`src/rtl/btn_debounce.sv`:
```
// Push-button conditioner: two-flop synchronizer, stability-counter debounce FSM,
// registered press/release/long-press strobes and a press-driven toggle for an LED.
module btn_debounce #(
   parameter int DEBOUNCE_CYCLES = 500000,
   parameter int LONG_CYCLES     = 50000000,
   parameter bit BTN_ACTIVE_LOW  = 1'b1
) (
   input  logic clk,
   input  logic rst_n,
   input  logic btn,
   output logic btn_level,
   output logic press_pulse,
   output logic release_pulse,
   output logic long_pulse,
   output logic btn_toggle
);

   localparam int DW = $clog2(DEBOUNCE_CYCLES) + 1;
   localparam int LW = $clog2(LONG_CYCLES) + 1;
   localparam logic [DW-1:0] DB_LAST  = DW'(DEBOUNCE_CYCLES - 1);
   localparam logic [LW-1:0] LONG_MAX = LW'(LONG_CYCLES);
   localparam logic [LW-1:0] LONG_PRE = LW'(LONG_CYCLES - 1);
   // Raw pin level that means "released"; the synchronizer idles here.
   localparam logic IDLE_PIN = BTN_ACTIVE_LOW;

   typedef enum logic [1:0] {
      RELEASED,
      PRESS_WAIT,
      PRESSED,
      RELEASE_WAIT
   } state_t;

   logic          run;
   logic          sync1, sync2;
   logic          s;
   state_t        state_q, state_d;
   logic [DW-1:0] cnt_q, cnt_d;
   logic [LW-1:0] hold_q, hold_d;
   logic          level_d, press_d, release_d, long_d, toggle_d;
   logic          accept;

   // Reset asserts asynchronously but releases on a clock edge: run rises on the
   // first edge after rst_n, so the second edge is the first functional one.
   always_ff @(posedge clk or negedge rst_n) begin
      if (!rst_n) begin
         run <= 1'b0;
      end else begin
         // NOTE: sequential state uses non-blocking assignments so every flop samples pre-edge values.
         run <= 1'b1;
      end
   end

   always_ff @(posedge clk or negedge rst_n) begin
      if (!rst_n) begin
         sync1 <= IDLE_PIN;
         sync2 <= IDLE_PIN;
      end else if (!run) begin
         sync1 <= IDLE_PIN;
         sync2 <= IDLE_PIN;
      end else begin
         sync1 <= btn;
         sync2 <= sync1;
      end
   end

   assign s = sync2 ^ BTN_ACTIVE_LOW;

   always_comb begin
      // NOTE: every variable written here gets a default first, so no latch is inferred.
      state_d   = state_q;
      cnt_d     = '0;
      hold_d    = hold_q;
      level_d   = btn_level;
      toggle_d  = btn_toggle;
      accept    = 1'b0;
      press_d   = 1'b0;
      release_d = 1'b0;
      long_d    = 1'b0;

      if (s != btn_level) begin
         if (cnt_q == DB_LAST) begin
            accept = 1'b1;
         end else begin
            cnt_d = cnt_q + 1'b1;
         end
      end

      unique case (state_q)
         RELEASED:     if (s) state_d = PRESS_WAIT;
         PRESS_WAIT: begin
            if (accept)  state_d = PRESSED;
            else if (!s) state_d = RELEASED;
         end
         PRESSED:      if (!s) state_d = RELEASE_WAIT;
         RELEASE_WAIT: begin
            if (accept) state_d = RELEASED;
            else if (s) state_d = PRESSED;
         end
         default:      state_d = RELEASED;
      endcase

      if (accept) begin
         level_d   = s;
         press_d   = s;
         release_d = !s;
         toggle_d  = btn_toggle ^ s;
      end

      // Hold counter saturates, so long_pulse can only fire once per press.
      if (!btn_level) begin
         hold_d = '0;
      end else if (hold_q != LONG_MAX) begin
         hold_d = hold_q + 1'b1;
         long_d = (hold_q == LONG_PRE);
      end

      if (!run) begin
         state_d   = RELEASED;
         cnt_d     = '0;
         hold_d    = '0;
         level_d   = 1'b0;
         toggle_d  = 1'b0;
         press_d   = 1'b0;
         release_d = 1'b0;
         long_d    = 1'b0;
      end
   end

   always_ff @(posedge clk or negedge rst_n) begin
      if (!rst_n) begin
         state_q       <= RELEASED;
         cnt_q         <= '0;
         hold_q        <= '0;
         btn_level     <= 1'b0;
         press_pulse   <= 1'b0;
         release_pulse <= 1'b0;
         long_pulse    <= 1'b0;
         btn_toggle    <= 1'b0;
      end else begin
         state_q       <= state_d;
         cnt_q         <= cnt_d;
         hold_q        <= hold_d;
         btn_level     <= level_d;
         press_pulse   <= press_d;
         release_pulse <= release_d;
         long_pulse    <= long_d;
         btn_toggle    <= toggle_d;
      end
   end

endmodule

```
`config.mk`:
```
export PLATFORM = sky130hd
export DESIGN_NAME = btn_debounce
export DESIGN_NICKNAME = d
export VERILOG_FILES = /design/src/rtl/btn_debounce.sv
export SDC_FILE = /design/constraint.sdc
export NUM_CORES = 1
export LEC_CHECK = 0
export CAP_MARGIN = 20
export CORE_MARGIN = 8
export CORE_UTILIZATION = 40
export DETAILED_ROUTE_END_ITERATION = 10
export PLACE_DENSITY = 0.6
export SYNTH_ARGS = -nofsm -noshare
export SYNTH_HDL_FRONTEND = slang
export SYNTH_SLANG_ARGS = --single-unit
export TNS_END_PERCENT = 5
```
`constraint.sdc`:
```
create_clock -name clk -period 2 [get_ports clk]
set_clock_uncertainty 0.2 [all_clocks]
set_input_delay 0.3 -clock clk [delete_from_list [all_inputs] [get_ports clk]]
set_output_delay 0.3 -clock clk [all_outputs]
set_load 0.05 [all_outputs]
```
==> out/qor.txt, run 1 <==
Antenna Violating Nets Remaining - 0
Leakage - 1.28 nW
Sink Count - 55
Post-synthesis sequential area ratio - 49.3%
Drt total wl - 5790 um
Setup violators final - 1
CP endpoint kind - flop
First-pass GRT wire length - 10400 um
Worst Tran Pin Value - 0.510 ns
Die W - 99.7 um
Drt pass-1 iters - 4
Slowest stage cell, crit path - or4_4
GPL Wtd Cong - 0.823
Core Util, Final - 50.1%
Critical Path Start Type - flop
Vias per std cell - 5.21
Hold WC Path Type - in2async
Clk_lat worst skew - 0.31 ns
Internal power - 1.50 mW
Met3 Use GR - 2.72%
Critical Path Max Stage Delay - 0.49 ns
Number of global-route vias before repair - 2268
Crit path arrival time - 2.05 ns
Clock buffer depth - 2
Critical path fanouts, max - 10
Worst path required time - 2.03 ns
Reg clk slew, reported paths - 0.10 ns
GRT busiest layer - met2
Switching Share - 20.9%
Finished Cell Area - 0.00340 mm2
Syn avg cell area - 9.62 um2
Congestion Overflow GR - 0
Comb pwr share - 2.1%
Via count - 2254
Crit Path Class - reg2reg
Most frequent cells in the layout - dfrtp_1, buf_4, nor2_1, a21oi_1, nand3_1
Failing checks - negative setup slack
Clock power frac - 38.9%
Number of buffers created by CTS - 5
Slew Viols, Final - 0
Commonest non-fill, non-tap cell in the layout - dfrtp_1
Warnings from Yosys - 0
Biggest area consumer among synthesized cells - dfrtp_1
H-tree Lvls - 2
Area of the core - 0.00679 mm2
CTS tree - done
DP HPWL - 4090 um
Antenna violations before repair - 0
Sequential Power Share - 59.0%
Cell area after synthesis - 0.00280 mm2
Tcrit/Tclk final - 101%
CTS Root Cell - clkbuf_8
Die area - 0.00993 mm2
Wire per inst - 13.4 um
Netlist cell types - 37
Synth-to-layout area growth - 21.6%
Final #Nets - 342
Effective utilization at floorplan - 41.2%
Run status - complete, but fails checks
Synth Instances - 291
Post-CTS setup buffer count - 0
Max Clk Rate - 0.495 GHz
Cell row count - 30
Ports - 8
Top-area cell type share of the netlist area - 47.4%
Switch Pwr - 0.396 mW
Max_cap viols - 0
Worst slack at placement - -0.0121 ns
Met2 usage in global routing - 21.6%
Grt met1 use - 16.0%
Final Hold Viols - 0
Post-layout minimum cycle time - 2.02 ns
Worst path cell trace - ha_2 > nand3_2 > or4_4 > or4_1 > a21oi_1
Largest net degree at the start of global routing - 39
RSZ-0062 raised after global routing - true
Hold Slack - 0.259 ns
Net Count, Synth - 297
PnR worst setup slack - -0.0195 ns
Most area-consuming cells after synthesis - dfrtp_1, xnor2_1, nor2_1
Drt first-iter violations - 106
Ant diodes - 0
Post-route DRC - 0
Power Density - 558 mW/mm2
Worst relative slew slack - 65.9%
Gr usage total - 12.7%
Share of layout cells above drive strength 1 - 21.4%
IO Port Bufs - 7
Seq cells post-synth - 55
Post-Place Cell Area - 0.00324 mm2
Design Power - 1.90 mW
Die H - 99.7 um
Worst vdd ir - 0.304 mV
-- cells in the mapped netlist --
cell / n
a21oi_1: 21
and2_1: 1
and3_1: 2
and4_1: 6
and4bb_2: 1
buf_2: 1
buf_6: 2
clkbuf_1: 8
conb_1: 1
dfrtp_1: 53
dfstp_2: 2
ha_1: 3
inv_1: 9
mux2i_1: 1
nand2_1: 17
nand2b_1: 4
nand3_1: 20
nand3_4: 1
nand4_1: 12
nand4_4: 1
nor2_1: 30
nor2b_1: 1
nor3_1: 9
nor4_1: 8
nor4b_1: 2
nor4bb_1: 1
o2111ai_1: 1
o211ai_1: 1
o21ai_0: 14
o31ai_1: 10
or2_2: 2
or3_1: 10
or3_2: 1
or4_1: 9
or4_4: 2
xnor2_1: 17
xor2_1: 7
-- kinds of logic (layout without fill, tap and decap cells) --
kind of cell / Yosys count / count (layout) / share of synthesized area, %
compound gates: 47 / 47 / 9.52
xor+xnor: 24 / 24 / 7.51
fa+ha+maj: 3 / 3 / 1.34
buf+inv: 20 / 66 / 3.26
flops: 55 / 55 / 49.3
mux: 1 / 1 / 0.358
other cells: 1 / 1 / 0.134
simple gates: 140 / 140 / 28.6
-- through the flow --
step / TNS (ns) / cells
6_report: -0.0195 / 433
5_1_grt: -0.482 / 433
4_1_cts: -0.0232 / 433
3_5_place_dp: -0.0175 / 424
3_3_place_gp: 0 / 424
2_1_floorplan: -0.452 / 291
-- repair_timing --
action | 4_1_cts | 5_1_grt
endpoints found under the hold margin | 17 | 0
pin swaps | 2 | 1
hold buffers | 1 | 0
resized for setup | 1 | 10
setup endpoints to repair | 5 | 32
-- flip-flops by register name, indices dropped and copies added, names as in the netlist --
register       count
btn_level          1
btn_toggle         1
cnt_q             20
hold_q            27
long_pulse         1
press_pulse        1
release_pulse      1
run                1
sync1              1
sync2              1
-- critical path: cells and delay by family, from the launching register on --
| family | cells | cell delay [ns] |
|---|---|---|
| AND/OR/NAND/NOR | 3 | 1.04 |
| adder cells (fa/ha/maj) | 1 | 0.19 |
| flip-flops | 1 | 0.37 |
| AO/OA/AOI/OAI | 1 | 0.16 |
-- worst paths after layout --
check,cells after the start,startpoint,slack (ns),endpoint
worst max-delay path,5,hold_q[0],-0.02,hold_q[22]
worst min-delay path,2,rst_n,0.26,hold_q[15]
worst max register to register,5,hold_q[0],-0.02,hold_q[22]
worst min register to register,1,sync1,0.29,sync2
max in group asynchronous,3,rst_n,0.72,sync2
min in group clk,1,sync1,0.29,sync2
-- area by class of cell --
| type | count | area, um2 |
|---|---|---|
| clock inverter | 2 | 37.5 |
| multi-input combinational | 216 | 1360 |
| tap | 96 | 120 |
| sequential | 55 | 1380 |
| inverter | 9 | 33.8 |
| timing repair buffer | 49 | 393 |
| fill | 625 | 3390 |
| clock buffer | 6 | 72.6 |
-- layer usage --
| metal | wire length, um | share of wire, % |
|---|---|---|
| met5 | 0 | 0 |
| met4 | 45 | 0.78 |
| met3 | 145 | 2.5 |
| met2 | 2740 | 47 |
| met1 | 2850 | 49 |
-- power groups by stage --
stage / logic (mW) / clock network, mW / registers, mW
2_1_floorplan: 0.00658 / 0 / 1.14
3_3_place_gp: 0.0413 / 0 / 1.14
3_5_place_dp: 0.0411 / 0 / 1.14
4_1_cts: 0.0428 / 0.765 / 1.12
5_1_grt: 0.0477 / 0.803 / 1.12
6_report: 0.0402 / 0.739 / 1.12
No activity file was read; power rests on OpenSTA's default activity.
==> run 2, diff against run 1 <==
ABC_CLOCK_PERIOD_IN_PS = 2000   (was unset)
CAP_MARGIN = unset   (was 20)
==> results of run 2 <==
No change in the layout: final DEF, timing and power equal those of run 1.
